$ cat src/rtl/letter_pkg.sv
// Letter/scan-code definitions shared by the PS/2 encoder and the keycode decoder.
//   - 5-bit letter codes: a=0 .. z=25, ENTR=31 (26..30 are unmapped)
//   - PS/2 Set-2 make codes for each letter and the break prefix F0
//   - letter_to_scan(): letter code -> {valid, make code}
package letter_pkg;

    localparam logic [4:0] LTR_A    = 5'd0;
    localparam logic [4:0] LTR_B    = 5'd1;
    localparam logic [4:0] LTR_C    = 5'd2;
    localparam logic [4:0] LTR_D    = 5'd3;
    localparam logic [4:0] LTR_E    = 5'd4;
    localparam logic [4:0] LTR_F    = 5'd5;
    localparam logic [4:0] LTR_G    = 5'd6;
    localparam logic [4:0] LTR_H    = 5'd7;
    localparam logic [4:0] LTR_I    = 5'd8;
    localparam logic [4:0] LTR_J    = 5'd9;
    localparam logic [4:0] LTR_K    = 5'd10;
    localparam logic [4:0] LTR_L    = 5'd11;
    localparam logic [4:0] LTR_M    = 5'd12;
    localparam logic [4:0] LTR_N    = 5'd13;
    localparam logic [4:0] LTR_O    = 5'd14;
    localparam logic [4:0] LTR_P    = 5'd15;
    localparam logic [4:0] LTR_Q    = 5'd16;
    localparam logic [4:0] LTR_R    = 5'd17;
    localparam logic [4:0] LTR_S    = 5'd18;
    localparam logic [4:0] LTR_T    = 5'd19;
    localparam logic [4:0] LTR_U    = 5'd20;
    localparam logic [4:0] LTR_V    = 5'd21;
    localparam logic [4:0] LTR_W    = 5'd22;
    localparam logic [4:0] LTR_X    = 5'd23;
    localparam logic [4:0] LTR_Y    = 5'd24;
    localparam logic [4:0] LTR_Z    = 5'd25;
    localparam logic [4:0] LTR_ENTR = 5'b11111;

    localparam logic [7:0] SC_A    = 8'h1C;
    localparam logic [7:0] SC_B    = 8'h32;
    localparam logic [7:0] SC_C    = 8'h21;
    localparam logic [7:0] SC_D    = 8'h23;
    localparam logic [7:0] SC_E    = 8'h24;
    localparam logic [7:0] SC_F    = 8'h2B;
    localparam logic [7:0] SC_G    = 8'h34;
    localparam logic [7:0] SC_H    = 8'h33;
    localparam logic [7:0] SC_I    = 8'h43;
    localparam logic [7:0] SC_J    = 8'h3B;
    localparam logic [7:0] SC_K    = 8'h42;
    localparam logic [7:0] SC_L    = 8'h4B;
    localparam logic [7:0] SC_M    = 8'h3A;
    localparam logic [7:0] SC_N    = 8'h31;
    localparam logic [7:0] SC_O    = 8'h44;
    localparam logic [7:0] SC_P    = 8'h4D;
    localparam logic [7:0] SC_Q    = 8'h15;
    localparam logic [7:0] SC_R    = 8'h2D;
    localparam logic [7:0] SC_S    = 8'h1B;
    localparam logic [7:0] SC_T    = 8'h2C;
    localparam logic [7:0] SC_U    = 8'h3C;
    localparam logic [7:0] SC_V    = 8'h2A;
    localparam logic [7:0] SC_W    = 8'h1D;
    localparam logic [7:0] SC_X    = 8'h22;
    localparam logic [7:0] SC_Y    = 8'h35;
    localparam logic [7:0] SC_Z    = 8'h1A;
    localparam logic [7:0] SC_ENTR = 8'h5A;

    localparam logic [7:0] BREAK_PREFIX = 8'hF0;

    typedef struct packed {
        logic       valid;
        logic [7:0] code;
    } scan_lookup_t;

    function automatic scan_lookup_t letter_to_scan(input logic [4:0] letter);
        scan_lookup_t r;
        r.valid = 1'b1;
        r.code  = 8'h00;
        case (letter)
            LTR_A:    r.code = SC_A;
            LTR_B:    r.code = SC_B;
            LTR_C:    r.code = SC_C;
            LTR_D:    r.code = SC_D;
            LTR_E:    r.code = SC_E;
            LTR_F:    r.code = SC_F;
            LTR_G:    r.code = SC_G;
            LTR_H:    r.code = SC_H;
            LTR_I:    r.code = SC_I;
            LTR_J:    r.code = SC_J;
            LTR_K:    r.code = SC_K;
            LTR_L:    r.code = SC_L;
            LTR_M:    r.code = SC_M;
            LTR_N:    r.code = SC_N;
            LTR_O:    r.code = SC_O;
            LTR_P:    r.code = SC_P;
            LTR_Q:    r.code = SC_Q;
            LTR_R:    r.code = SC_R;
            LTR_S:    r.code = SC_S;
            LTR_T:    r.code = SC_T;
            LTR_U:    r.code = SC_U;
            LTR_V:    r.code = SC_V;
            LTR_W:    r.code = SC_W;
            LTR_X:    r.code = SC_X;
            LTR_Y:    r.code = SC_Y;
            LTR_Z:    r.code = SC_Z;
            LTR_ENTR: r.code = SC_ENTR;
            default:  r.valid = 1'b0;
        endcase
        return r;
    endfunction

endpackage

$ cat src/rtl/ps2_byte_tx.sv
// Device-side PS/2 byte serializer.
// Sends one 11-bit frame (start 0, 8 data bits LSB first, odd parity, stop 1).
// Each bit is a high phase followed by a low phase of CLK_DIV cycles each;
// data only changes at the start of a high phase.
// Ports:
//   clk, rst_n  - clock, asynchronous active-low reset
//   start_i     - begin a frame with byte_i (ignored while a frame is running);
//                 the start bit appears on the edge that samples start_i
//   byte_i      - byte to send, sampled together with start_i
//   ps2_clk_o   - generated PS/2 clock, idles high
//   ps2_data_o  - PS/2 data, idles high
//   bit_idx_o   - frame bit currently on the line (0 = start .. 10 = stop)
//   done_o      - high in the second-to-last cycle of the stop bit, so a
//                 registered consumer sees the frame end on the edge the
//                 frame actually finishes
module ps2_byte_tx #(
    parameter int CLK_DIV = 4000
) (
    input  logic       clk,
    input  logic       rst_n,
    input  logic       start_i,
    input  logic [7:0] byte_i,
    output logic       ps2_clk_o,
    output logic       ps2_data_o,
    output logic [3:0] bit_idx_o,
    output logic       done_o
);

    localparam int HW = $clog2(CLK_DIV);

    logic          active_q, active_d;
    logic          low_q, low_d;
    logic          clk_q, clk_d;
    logic          data_q, data_d;
    logic [HW-1:0] half_q, half_d;
    logic [3:0]    bit_q, bit_d;
    logic [10:0]   frame_q, frame_d;
    logic          half_wrap;

    assign half_wrap  = (half_q == HW'(CLK_DIV - 1));
    assign ps2_clk_o  = clk_q;
    assign ps2_data_o = data_q;
    assign bit_idx_o  = bit_q;
    assign done_o     = active_q && low_q && (bit_q == 4'd10) &&
                        (half_q == HW'(CLK_DIV - 2));

    always_comb begin
        active_d = active_q;
        low_d    = low_q;
        clk_d    = clk_q;
        data_d   = data_q;
        half_d   = half_q;
        bit_d    = bit_q;
        frame_d  = frame_q;
        if (!active_q) begin
            if (start_i) begin
                active_d = 1'b1;
                low_d    = 1'b0;
                half_d   = '0;
                bit_d    = 4'd0;
                // ~^ gives odd parity over data+parity
                frame_d  = {1'b1, ~^byte_i, byte_i, 1'b0};
                clk_d    = 1'b1;
                data_d   = 1'b0;
            end
        end else if (half_wrap) begin
            half_d = '0;
            low_d  = ~low_q;
            if (!low_q) begin
                clk_d = 1'b0;
            end else begin
                // End of a low phase: rising clock, next bit goes on the line
                clk_d = 1'b1;
                if (bit_q == 4'd10) begin
                    active_d = 1'b0;
                    bit_d    = 4'd0;
                    data_d   = 1'b1;
                end else begin
                    bit_d  = bit_q + 4'd1;
                    data_d = frame_q[bit_q + 4'd1];
                end
            end
        end else begin
            half_d = half_q + HW'(1);
        end
    end

    always_ff @(posedge clk or negedge rst_n) begin
        if (!rst_n) begin
            active_q <= 1'b0;
            low_q    <= 1'b0;
            clk_q    <= 1'b1;
            data_q   <= 1'b1;
            half_q   <= '0;
            bit_q    <= 4'd0;
            frame_q  <= '0;
        end else begin
            active_q <= active_d;
            low_q    <= low_d;
            clk_q    <= clk_d;
            data_q   <= data_d;
            half_q   <= half_d;
            bit_q    <= bit_d;
            frame_q  <= frame_d;
        end
    end

endmodule

$ cat src/rtl/letter_ps2_encoder.sv
// Letter code to PS/2 keystroke encoder (device side).
// Accepts a 5-bit letter code, looks up its Set-2 make code and sends
// make [+ F0 + make] as PS/2 frames, each followed by GAP_CYCLES idle cycles.
// Ports:
//   clk, rst_n    - clock, asynchronous active-low reset
//   letter_in     - letter code (0..25 = a..z, 31 = ENTR)
//   letter_valid  - letter_in valid this cycle
//   letter_ready  - high only in IDLE; accept = letter_valid && letter_ready
//   ps2_clk_out   - PS/2 clock (push-pull), idles high
//   ps2_data_out  - PS/2 data (push-pull), idles high
//   busy          - keystroke in progress
//   code_err      - one-cycle pulse when an unmapped code is accepted
module letter_ps2_encoder
    import letter_pkg::*;
#(
    parameter int CLK_DIV    = 4000,
    parameter int GAP_CYCLES = 8000,
    parameter int SEND_BREAK = 1
) (
    input  logic       clk,
    input  logic       rst_n,
    input  logic [4:0] letter_in,
    input  logic       letter_valid,
    output logic       letter_ready,
    output logic       ps2_clk_out,
    output logic       ps2_data_out,
    output logic       busy,
    output logic       code_err
);

    localparam logic [2:0] ST_IDLE   = 3'd0;
    localparam logic [2:0] ST_ERR    = 3'd1;
    localparam logic [2:0] ST_START  = 3'd2;
    localparam logic [2:0] ST_DATA   = 3'd3;
    localparam logic [2:0] ST_PARITY = 3'd4;
    localparam logic [2:0] ST_STOP   = 3'd5;
    localparam logic [2:0] ST_GAP    = 3'd6;

    localparam int         GW        = $clog2(GAP_CYCLES + 1);
    localparam logic [1:0] LAST_BYTE = (SEND_BREAK != 0) ? 2'd2 : 2'd0;

    logic [2:0]    state_q, state_d;
    logic [7:0]    code_q, code_d;
    logic [1:0]    byte_idx_q, byte_idx_d;
    logic [GW-1:0] gap_q, gap_d;
    logic          go_q, go_d;
    logic          ready_q, ready_d;
    logic          busy_q, busy_d;
    logic          err_q, err_d;

    scan_lookup_t  lookup;
    logic [7:0]    tx_byte;
    logic [3:0]    tx_bit;
    logic          tx_done;

    assign lookup  = letter_to_scan(letter_in);
    // Byte 1 of a make/break sequence is always the F0 prefix
    assign tx_byte = (byte_idx_q == 2'd1) ? BREAK_PREFIX : code_q;

    assign letter_ready = ready_q;
    assign busy         = busy_q;
    assign code_err     = err_q;

    ps2_byte_tx #(
        .CLK_DIV (CLK_DIV)
    ) u_tx (
        .clk        (clk),
        .rst_n      (rst_n),
        .start_i    (go_q),
        .byte_i     (tx_byte),
        .ps2_clk_o  (ps2_clk_out),
        .ps2_data_o (ps2_data_out),
        .bit_idx_o  (tx_bit),
        .done_o     (tx_done)
    );

    always_comb begin
        state_d    = state_q;
        code_d     = code_q;
        byte_idx_d = byte_idx_q;
        gap_d      = gap_q;
        go_d       = 1'b0;
        ready_d    = ready_q;
        busy_d     = busy_q;
        err_d      = 1'b0;
        case (state_q)
            ST_IDLE: begin
                if (letter_valid && ready_q) begin
                    ready_d = 1'b0;
                    if (lookup.valid) begin
                        state_d    = ST_START;
                        code_d     = lookup.code;
                        byte_idx_d = 2'd0;
                        go_d       = 1'b1;
                        busy_d     = 1'b1;
                    end else begin
                        state_d = ST_ERR;
                        err_d   = 1'b1;
                    end
                end
            end
            ST_ERR: begin
                state_d = ST_IDLE;
                ready_d = 1'b1;
            end
            ST_START:  if (tx_bit == 4'd1)  state_d = ST_DATA;
            ST_DATA:   if (tx_bit == 4'd9)  state_d = ST_PARITY;
            ST_PARITY: if (tx_bit == 4'd10) state_d = ST_STOP;
            ST_STOP: begin
                // tx_done leads the frame end by one cycle, so the gap
                // count starts one cycle early; the thresholds below
                // account for that
                if (tx_done) begin
                    state_d = ST_GAP;
                    gap_d   = '0;
                end
            end
            ST_GAP: begin
                if (byte_idx_q != LAST_BYTE) begin
                    // go_q is registered, so it is raised one cycle before
                    // the next start bit must appear
                    if (gap_q == GW'(GAP_CYCLES - 1)) begin
                        state_d    = ST_START;
                        go_d       = 1'b1;
                        byte_idx_d = byte_idx_q + 2'd1;
                    end else begin
                        gap_d = gap_q + GW'(1);
                    end
                end else if (gap_q == GW'(GAP_CYCLES)) begin
                    state_d = ST_IDLE;
                    busy_d  = 1'b0;
                    ready_d = 1'b1;
                end else begin
                    gap_d = gap_q + GW'(1);
                end
            end
            default: begin
                state_d = ST_IDLE;
                ready_d = 1'b1;
                busy_d  = 1'b0;
            end
        endcase
    end

    always_ff @(posedge clk or negedge rst_n) begin
        if (!rst_n) begin
            state_q    <= ST_IDLE;
            code_q     <= 8'h00;
            byte_idx_q <= 2'd0;
            gap_q      <= '0;
            go_q       <= 1'b0;
            ready_q    <= 1'b1;
            busy_q     <= 1'b0;
            err_q      <= 1'b0;
        end else begin
            state_q    <= state_d;
            code_q     <= code_d;
            byte_idx_q <= byte_idx_d;
            gap_q      <= gap_d;
            go_q       <= go_d;
            ready_q    <= ready_d;
            busy_q     <= busy_d;
            err_q      <= err_d;
        end
    end

endmodule

$ cat config.mk
export PLATFORM = sky130hd
export DESIGN_NAME = letter_ps2_encoder
export DESIGN_NICKNAME = d
export VERILOG_FILES = /design/src/rtl/letter_pkg.sv /design/src/rtl/ps2_byte_tx.sv /design/src/rtl/letter_ps2_encoder.sv
export SDC_FILE = /design/constraint.sdc
export NUM_CORES = 1
export LEC_CHECK = 0
export ABC_AREA = 1
export CORE_MARGIN = 2
export CORE_UTILIZATION = 50
export DETAILED_ROUTE_END_ITERATION = 10
export PLACE_DENSITY = 0.67
export SETUP_SLACK_MARGIN = 0.02
export SLEW_MARGIN = 20
export SYNTH_ARGS = -nofsm -noshare
export SYNTH_HDL_FRONTEND = slang
export SYNTH_SLANG_ARGS = --single-unit
export TNS_END_PERCENT = 20
$ cat constraint.sdc
create_clock -name clk -period 2.5 [get_ports clk]
set_input_delay 0.375 -clock clk [delete_from_list [all_inputs] [get_ports clk]]
set_output_delay 0.375 -clock clk [all_outputs]
set_load 0.02 [all_outputs]
==> out/results.ini <==
[outcome]
outcome = finished, final reports clean

[clocking]
clock_edge_transition_at_the_registers_on_the_reported_setup_and_hold_paths_ns = 0.07
insertion_delay_ns = 0.34
ctsResizeCount = 0
cts_tree = yes
max_buffers_root_to_sink = 2
clock-sinks = 59
postCtsSetupBuffers = 0
cts_buffers = 9
clock-root-buffer = sky130_fd_sc_hd__clkbuf_8
holdBufCountCts = 0
cts-htree-levels = 3

[grt]
routing_usage_on_met1_pct = 28.3
maximum_number_of_pins_on_one_net_before_global_route_repair = 60
use_met2_pct = 38.7
overflow = 0
grt_first_pass_wirelength_mm = 15.9
via_count_of_the_first_global_routing_pass = 3558
grt.busiest_layer = met2
antenna_violations_before_repair = 0
grt.total_usage_pct = 22.5
gr-usage-met3_pct = 4.59

[flow_run]
cap_violations = 0

[routing]
vias = 3778
route.detailed.wl_per_inst_um = 12.9
drc_errors = 0
detail_route.vias_per_cell = 5.28
detail_route.iter0.violations = 216
postRouteAntennaNets = 0
dr.pass1.iters = 5
route.final.wire_length_mm = 9.26

[timing]
rsz0062_at_grt = no
tightest_slew_ns = 0.765
max_freq_mhz = 532
relSlewSlack_pct = 49.0
timing.clock.skew_ns = 0.00928
setup-violations-final = 0
total_count_of_max_transition_violations_in_the_final_report = 0
post-route-min-period_ns = 1.88
timing.setup.tns_ns = 0
finalHoldViolations = 0
finalCritPeriodShare_pct = 75.2

[synthesis]
yosys.cell_count.top_type = sky130_fd_sc_hd__nand2_1
post_synth.cell_area_avg_um2 = 6.70
synthArstFlopShare_pct = 100
post_synth_most_frequent_cells = 190 x sky130_fd_sc_hd__nand2_1, 84 x sky130_fd_sc_hd__nand3_1, 72 x sky130_fd_sc_hd__nor2_1
mapped_area_mm2 = 0.00398
post-synth-top-area-fraction_pct = 35.2
synth-seq-area-share_pct = 37.2
most_instantiated_flip_flop_cell_in_the_synthesis_netlist = sky130_fd_sc_hd__dfrtp_1
synth_mux_area_share_pct = 0
synth-compound-area-share_pct = 7.16
synth_top_cell_by_area = sky130_fd_sc_hd__dfrtp_1
netlist-cell-type-count = 37
synth_warnings = 0
synth.top_cells.by_area = sky130_fd_sc_hd__dfrtp_1 35%, sky130_fd_sc_hd__nand2_1 18%, sky130_fd_sc_hd__nand3_1 11%
synth_simple_gate_area_share_pct = 42.7
synth_enable_flop_cells = 0
postSynthNetCount = 611
synth_top_family_by_area = simple AND/OR/NAND/NOR gates
syn-instance-count = 594
post_synth_xor_area_fraction_pct = 2.20
synth_adder_area_share_pct = 2.83
synth.ff_latch_count = 59

[critical_path]
timing.critical_path.arrival_ns = 1.51
cp.required_ns = 2.12
timing.critical_path.buf_inv = 1
critical_path_launch_point = letter_ready
crit_slowest_cell = sky130_fd_sc_hd__clkdlybuf4s50_1
endpoint_kind = primary output
setup.worst_path.start_class = flop
timing.critical_path.cells = clkdlybuf4s50_1
path_max_fanout = 3
worst-setup-path-type = reg -> out
worst_r2r_startpoint = u_tx.half_q[0]
critPathMaxStageDelay_ns = 0.61
worst_path_dominant_cell_family = buffers and inverters

[place]
dpl.hpwl_mm = 6.73
gpl.final_weighted_congestion = 0.945
io_buffers = 12
placed_cells_incl_taps = 700

[layout]
n_fill_cell = 732
multi_input_comb_area_mm2 = 0.00219
antenna_cells_inserted = 0
flow.area_growth_from_synthesis_pct = 11.7
area.sequential_mm2 = 0.00148
layout-drive-gt1-share_pct = 9.77
layout.cells.non_filler = 716
layout.nets = 626

[floorplan]
std_cell_rows = 32
design.die.area_mm2 = 0.00869
i_o_pin_count = 13
chip_width_um = 93.2
initial_core_utilization_pct = 51.5
floorplan.core_area_mm2 = 0.00773
floorplan.die.height_um = 93.2

[pwr]
leakage_uw = 0.00224
finalPower_uw = 2200
ir_worst_vdd_v = 0.000231
power.density_mw_per_mm2 = 494

[worst_hold_path]
worstHoldPathType = in -> async

## power breakdown
part,internal [µW],total [µW],switching (µW),leakage (µW)
Combinational,32.3,109,76.5,0.00136
Sequential,955,955,0,0.000747
Clock,742,1130,392,0.000133
## metrics by stage
stage / hold slack [ns] / cell area (µm²) / utilization, % / worst slack (ns)
6_report: 0.190 / 4450 / 57.6 / 0.619
5_1_grt: 0.268 / 4450 / 57.6 / 0.415
4_1_cts: 0.213 / 4450 / 57.6 / 0.597
3_5_place_dp: 0.441 / 4190 / 54.2 / 0.359
3_3_place_gp: 0.437 / 4190 / 54.2 / 0.391
2_1_floorplan: 0.0794 / 3980 / - / 0.744
## final cells by class
cell class / count / area share [%]
clock buffer: 12 / 3.71
clock inverter: 4 / 2.14
inverter: 64 / 5.40
multi-input combinational: 458 / 49.2
sequential: 59 / 33.3
tap: 102 / 2.87
timing repair buffer: 17 / 3.43
## registers in the layout (all words and copies together), names as in the netlist, 2 cells and up
register,flops
byte_idx_q,2
code_q,7
gap_q,13
state_q,3
u_tx.bit_idx_o,4
u_tx.frame_q,10
u_tx.half_q,12
## kinds of logic (layout without fill, tap and decap cells)
kind of cell,count (synthesis),after routing
adders and majority gates,9,9
and+or+nand+nor,390,390
xor gates and xnor gates,10,10
AOI/OAI and AO/OA,49,49
buffers and inverters,77,97
DFF,59,59
## placed cells by master (no fill, tap or decap), types with 9 or more instances in the layout
cell / n
sky130_fd_sc_hd__nand2_1: 190
sky130_fd_sc_hd__nand3_1: 84
sky130_fd_sc_hd__nor2_1: 72
sky130_fd_sc_hd__inv_1: 57
sky130_fd_sc_hd__dfrtp_1: 56
sky130_fd_sc_hd__o21ai_0: 20
sky130_fd_sc_hd__clkbuf_8: 12
sky130_fd_sc_hd__nor2_2: 11
sky130_fd_sc_hd__clkdlybuf4s50_1: 11
sky130_fd_sc_hd__nand4_1: 10
sky130_fd_sc_hd__a21oi_1: 9
sky130_fd_sc_hd__ha_1: 9
## per-layer routing
layer	vias to the layer above	routed length [µm]
met4	0	176
met5	-	0
met2	89	4430
met1	1724	4270
met3	20	381
li1	1945	-
## final timing paths
kind / endpoint / slack, ns / cells past startpoint
worst max-delay path: letter_ready / 0.62 / 1
worst min-delay path: u_tx.half_q[3] / 0.19 / 2
worst max register to register: u_tx.bit_idx_o[0] / 0.65 / 8
worst min register to register: u_tx.frame_q[10] / 0.45 / 2
max in group asynchronous: u_tx.frame_q[1] / 1.81 / 2
min in group clk: u_tx.frame_q[10] / 0.45 / 2
(Power assumes the default switching activity.)
